==> src/rtl/io_out_fifo.sv <==
// Buffers processor OUT writes as {addr, data} entries and drains them in write order over valid/ready.
// Latency 1 cycle write-to-head; a write to a full buffer without a same-cycle pop is dropped and flags ovf.
// Optional IO_OUT_DROP_CNT_EN adds a saturating drop_cnt, cleared by ovf_clr.
module io_out_fifo #(
    parameter int NUBITS = 16,
    parameter int NBIOOU = 2,
    parameter int FDEPTH = 8,
    parameter int DCNTW  = 8
) (
    input  logic                      clk,
    input  logic                      rst,
    input  logic [NUBITS-1:0]         io_out,
    input  logic [NBIOOU-1:0]         addr_out,
    input  logic                      out_en,
    input  logic                      flush,
    output logic [NUBITS-1:0]         m_data,
    output logic [NBIOOU-1:0]         m_addr,
    output logic                      m_valid,
    input  logic                      m_ready,
    output logic [$clog2(FDEPTH):0]   level,
    output logic                      full,
    output logic                      empty,
    output logic                      ovf,
    input  logic                      ovf_clr
`ifdef IO_OUT_DROP_CNT_EN
    ,
    output logic [DCNTW-1:0]          drop_cnt
`endif
);
    localparam int AW = $clog2(FDEPTH);
    localparam int LW = AW + 1;

    typedef struct packed {
        logic [NBIOOU-1:0] addr;
        logic [NUBITS-1:0] data;
    } entry_t;

    generate
        if (FDEPTH < 2 || (FDEPTH & (FDEPTH - 1)) != 0 || DCNTW < 1) begin : g_bad_param
            $error("io_out_fifo: FDEPTH must be a power of two >= 2 and DCNTW >= 1");
        end
    endgenerate

    entry_t          mem [FDEPTH];
    logic [AW-1:0]   wp;
    logic [AW-1:0]   rp;
    logic            push;
    logic            pop;
    logic            drop;
    entry_t          head;

    assign full    = (level == LW'(FDEPTH));
    assign empty   = (level == '0);
    assign m_valid = !empty;
    assign head    = mem[rp];
    assign m_data  = head.data;
    assign m_addr  = head.addr;

    assign pop  = m_valid && m_ready;
    assign push = out_en && (!full || pop);
    assign drop = out_en && full && !pop;

    // Storage is not reset; only pointers and level define what is valid.
    always_ff @(posedge clk) begin
        if (push && !flush) begin
            mem[wp] <= '{addr: addr_out, data: io_out};
        end
    end

    always_ff @(posedge clk or negedge rst) begin
        if (!rst) begin
            wp    <= '0;
            rp    <= '0;
            level <= '0;
        end else if (flush) begin
            wp    <= '0;
            rp    <= '0;
            level <= '0;
        end else begin
            if (push) wp <= wp + AW'(1);
            if (pop)  rp <= rp + AW'(1);
            case ({push, pop})
                2'b10:   level <= level + LW'(1);
                2'b01:   level <= level - LW'(1);
                default: level <= level;
            endcase
        end
    end

    // Set wins over clear so a drop in the clearing cycle is never lost.
    always_ff @(posedge clk or negedge rst) begin
        if (!rst) begin
            ovf <= 1'b0;
        end else if (drop) begin
            ovf <= 1'b1;
        end else if (ovf_clr) begin
            ovf <= 1'b0;
        end
    end

`ifdef IO_OUT_DROP_CNT_EN
    always_ff @(posedge clk or negedge rst) begin
        if (!rst) begin
            drop_cnt <= '0;
        end else if (ovf_clr) begin
            drop_cnt <= drop ? DCNTW'(1) : '0;
        end else if (drop && drop_cnt != '1) begin
            drop_cnt <= drop_cnt + DCNTW'(1);
        end
    end
`endif

endmodule

==> config.mk <==
export PLATFORM = sky130hd
export DESIGN_NAME = io_out_fifo
export DESIGN_NICKNAME = d
export VERILOG_FILES = /design/src/rtl/io_out_fifo.sv
export SDC_FILE = /design/constraint.sdc
export NUM_CORES = 1
export LEC_CHECK = 0
export ABC_CLOCK_PERIOD_IN_PS = 3450
export CORE_AREA = 8 8 127 129
export CTS_CLUSTER_DIAMETER = 120
export CTS_CLUSTER_SIZE = 20
export DETAILED_ROUTE_END_ITERATION = 6
export DIE_AREA = 0 0 135 137
export GPL_ROUTABILITY_DRIVEN = 0
export MAX_ROUTING_LAYER = met4
export PLACE_DENSITY_LB_ADDON = 0.2
export SLEW_MARGIN = 20
export SYNTH_ARGS = -nofsm -noshare
export SYNTH_HDL_FRONTEND = slang
export SYNTH_SLANG_ARGS = --single-unit
==> constraint.sdc <==
create_clock -name clk -period 3.45 [get_ports clk]
set_clock_uncertainty 0.1 [all_clocks]
set_input_delay 0.5175 -clock clk [delete_from_list [all_inputs] [get_ports clk]]
set_output_delay 0.5175 -clock clk [all_outputs]
set_load 0.02 [all_outputs]
==> results.json <==
{
  "cts_buffers": 17,
  "maxCapViolCount": 0,
  "synth_area_leaders": "edfxtp_1 70%, mux4_2 13%, dfrtp_1 4.4%",
  "post_cts_buffers": 0,
  "cts.sinks": 155,
  "ir_drop_v": 0.000344,
  "crit_family": "buffers and inverters",
  "fin_setup_tns_ps": 0,
  "totalWireLength_um": 11900,
  "grt-busiest-layer": "met2",
  "yosysTopAreaCell": "edfxtp_1",
  "crit_buf_inv": 2,
  "hpwlAfterDp_um": 7400,
  "dieArea_sq_um": 18500,
  "drtIter0Drc": 194,
  "rsz0062_at_grt": "no",
  "slew-limit-headroom_pct": 57.3,
  "cp_slowest_cell": "clkdlybuf4s50_1",
  "required_ps": 2830,
  "finalSetupViolCount": 0,
  "design_area_sq_um": 7730,
  "grtUsageMet3_pct": 3.63,
  "clkLatencyLatePin_ps": 410,
  "powerDensity_nw_per_um2": 708,
  "ctsHoldBuffers": 0,
  "port_buffers": 49,
  "synth_cell_types": 40,
  "syn_area_per_cell_sq_um": 21.3,
  "ant_nets": 0,
  "use_met1_pct": 17.0,
  "via_per_inst": 5.24,
  "antenna_found_initial": 0,
  "grt_pass1_vias": 3233,
  "final_nets": 393,
  "yosysTopAreaCellShare_pct": 69.9,
  "reg2reg_setup_slack_ps": 870,
  "crit_chain": "buf_4 -> mux4_2 -> mux2_2 -> clkdlybuf4s50_1",
  "tightest_slew_ps": 638,
  "synthFlopType": "edfxtp_1",
  "netlist_instances": 291,
  "stdcell_count": 560,
  "yosysSeqAreaShare_pct": 74.4,
  "cp-start-kind": "flop",
  "fill_cells": 1110,
  "initial_core_util_pct": 43.6,
  "clock_path_buffers": 2,
  "leakage_nw": 2.55,
  "wl_per_cell_um": 21.3,
  "hold_path_class": "in -> async",
  "syn_nets": 320,
  "path_clk_slew_ps": 60,
  "final_hold_viol_count": 0,
  "seq_area_sq_um": 4600,
  "synth_edf_count": 144,
  "critPathArrivalTime_ps": 2540,
  "num_io_pins": 50,
  "syn_to_final_growth_pct": 24.9,
  "synth_seq_cells": 155,
  "fmax_mhz": 317,
  "met2_usage_pct": 23.7,
  "cts-resized-gates": 0,
  "period_minus_slack_ps": 3150,
  "diodes": 0,
  "place_area_sq_um": 7080,
  "die_h_um": 137,
  "dpl.cell_count": 529,
  "placementRows": 44,
  "min_period_over_period_pct": 91.4,
  "grt_pass1_wl_um": 18900,
  "cts_root_buffer": "clkbuf_16",
  "multi_input_area_sq_um": 1540,
  "end_kind": "output pin",
  "track_usage_pct": 14.5,
  "grt-ovfl-total": 0,
  "drive_gt1_share_pct": 31.1,
  "grt_max_degree": 30,
  "drt_pre_antenna_iters": 4,
  "worstPathMaxFanout": 20,
  "coreArea_sq_um": 14200,
  "drc": 0,
  "outcome": "finished clean",
  "htreeDepth": 4,
  "slowest_delay_ps": 560,
  "worstSetupPathType": "reg -> out",
  "chipWidth_um": 135,
  "yosysWarnings": 0,
  "cts_tree": "done",
  "slew_viol_final": 0,
  "syn_area_sq_um": 6190,
  "vias": 2934,
  "synthArstFlopShare_pct": 7.10
}
layout by cell type (no fill, tap or decap), types with 2 or more instances in the layout:
| master | n |
|---|---|
| nor3_2 | 3 |
| clkinvlp_4 | 2 |
| clkinv_2 | 2 |
| nor2_1 | 13 |
| clkbuf_16 | 17 |
| ha_1 | 4 |
| nand2b_1 | 2 |
| mux2i_1 | 4 |
| buf_4 | 16 |
| clkinv_1 | 3 |
| edfxtp_1 | 144 |
| mux2_1 | 2 |
| xnor2_1 | 2 |
| buf_12 | 4 |
| dfrtp_1 | 10 |
| nand2_1 | 3 |
| clkdlybuf4s50_1 | 49 |
| bufinv_16 | 6 |
| o211ai_1 | 2 |
| mux4_2 | 36 |
| xor2_1 | 3 |
| nor2_2 | 3 |
| mux2_2 | 19 |
| inv_1 | 4 |
| nor2b_1 | 2 |
cells in the mapped netlist (all sizes together) (2+ instances only):
cell type  number
o211ai          2
inv             4
nor2           16
buf            10
ha              4
clkbuf          5
mux2           21
nor2b           2
nand2b          2
mux4           36
xnor2           2
nand2           3
mux2i           4
edfxtp        144
nor3            3
dfrtp          11
xor2            3
routing by layer:
| layer | part of all wire [%] | vias up |
|---|---|---|
| li1 | - | 1338 |
| met1 | 43 | 1539 |
| met2 | 52 | 46 |
| met3 | 3.4 | 11 |
| met4 | 1.3 | 0 |
| met5 | 0 | - |
cell type report:
cell class / instances / area share (%)
Sequential cell: 155 / 59.5
Clock buffer: 17 / 5.51
Clock inverter: 14 / 2.91
Timing Repair Buffer: 69 / 8.94
Multi-Input combinational cell: 117 / 19.9
Tap cell: 184 / 2.98
Inverter: 4 / 0.194
worst paths after layout:
path / startpoint / end / cells past startpoint
setup / recovery: rp[0] / m_data[2] / 4
hold / removal: rst / level[2] / 1
setup reg to reg: level[1] / level[3] / 7
hold reg to reg: ovf / ovf / 2
max in group asynchronous: rst / rp[0] / 1
min in group clk: ovf / ovf / 2
cell families after synthesis:
logic type | after synthesis | share of synthesized area, %
XOR/XNOR | 5 | 0.708
multiplexers | 61 | 17.6
flip-flops | 155 | 74.4
AND/OR/NAND/NOR | 36 | 3.05
buffers and inverters | 19 | 1.46
AO/OA/AOI/OAI | 10 | 1.72
adder cells (fa/ha/maj) | 5 | 1.13
where the power goes:
part	total (mW)	switching, mW	internal (mW)	leakage (nW)
Combinational	1.25	0.590	0.661	0.789
Sequential	2.18	0.0572	2.12	1.45
Clock	2.04	0.697	1.34	0.312
flip-flops by register name, summed over array words and instances (netlist names):
signal,count
level,4
mem,144
ovf,1
rp,3
wp,3
stage by stage:
| stage | worst slack [ps] | hold slack, ps | utilization [%] | power [mW] |
|---|---|---|---|---|
| after floorplan | 74.4 | 122 | - | 3.04 |
| after global placement | 678 | 430 | 49.8 | 3.48 |
| after detailed placement | 620 | 430 | 49.8 | 3.50 |
| after CTS | 229 | 374 | 54.4 | 5.54 |
| after global routing | 147 | 405 | 54.4 | 5.69 |
| final | 296 | 364 | 54.4 | 5.47 |
Note: power is estimated with default switching activity, not from simulation.
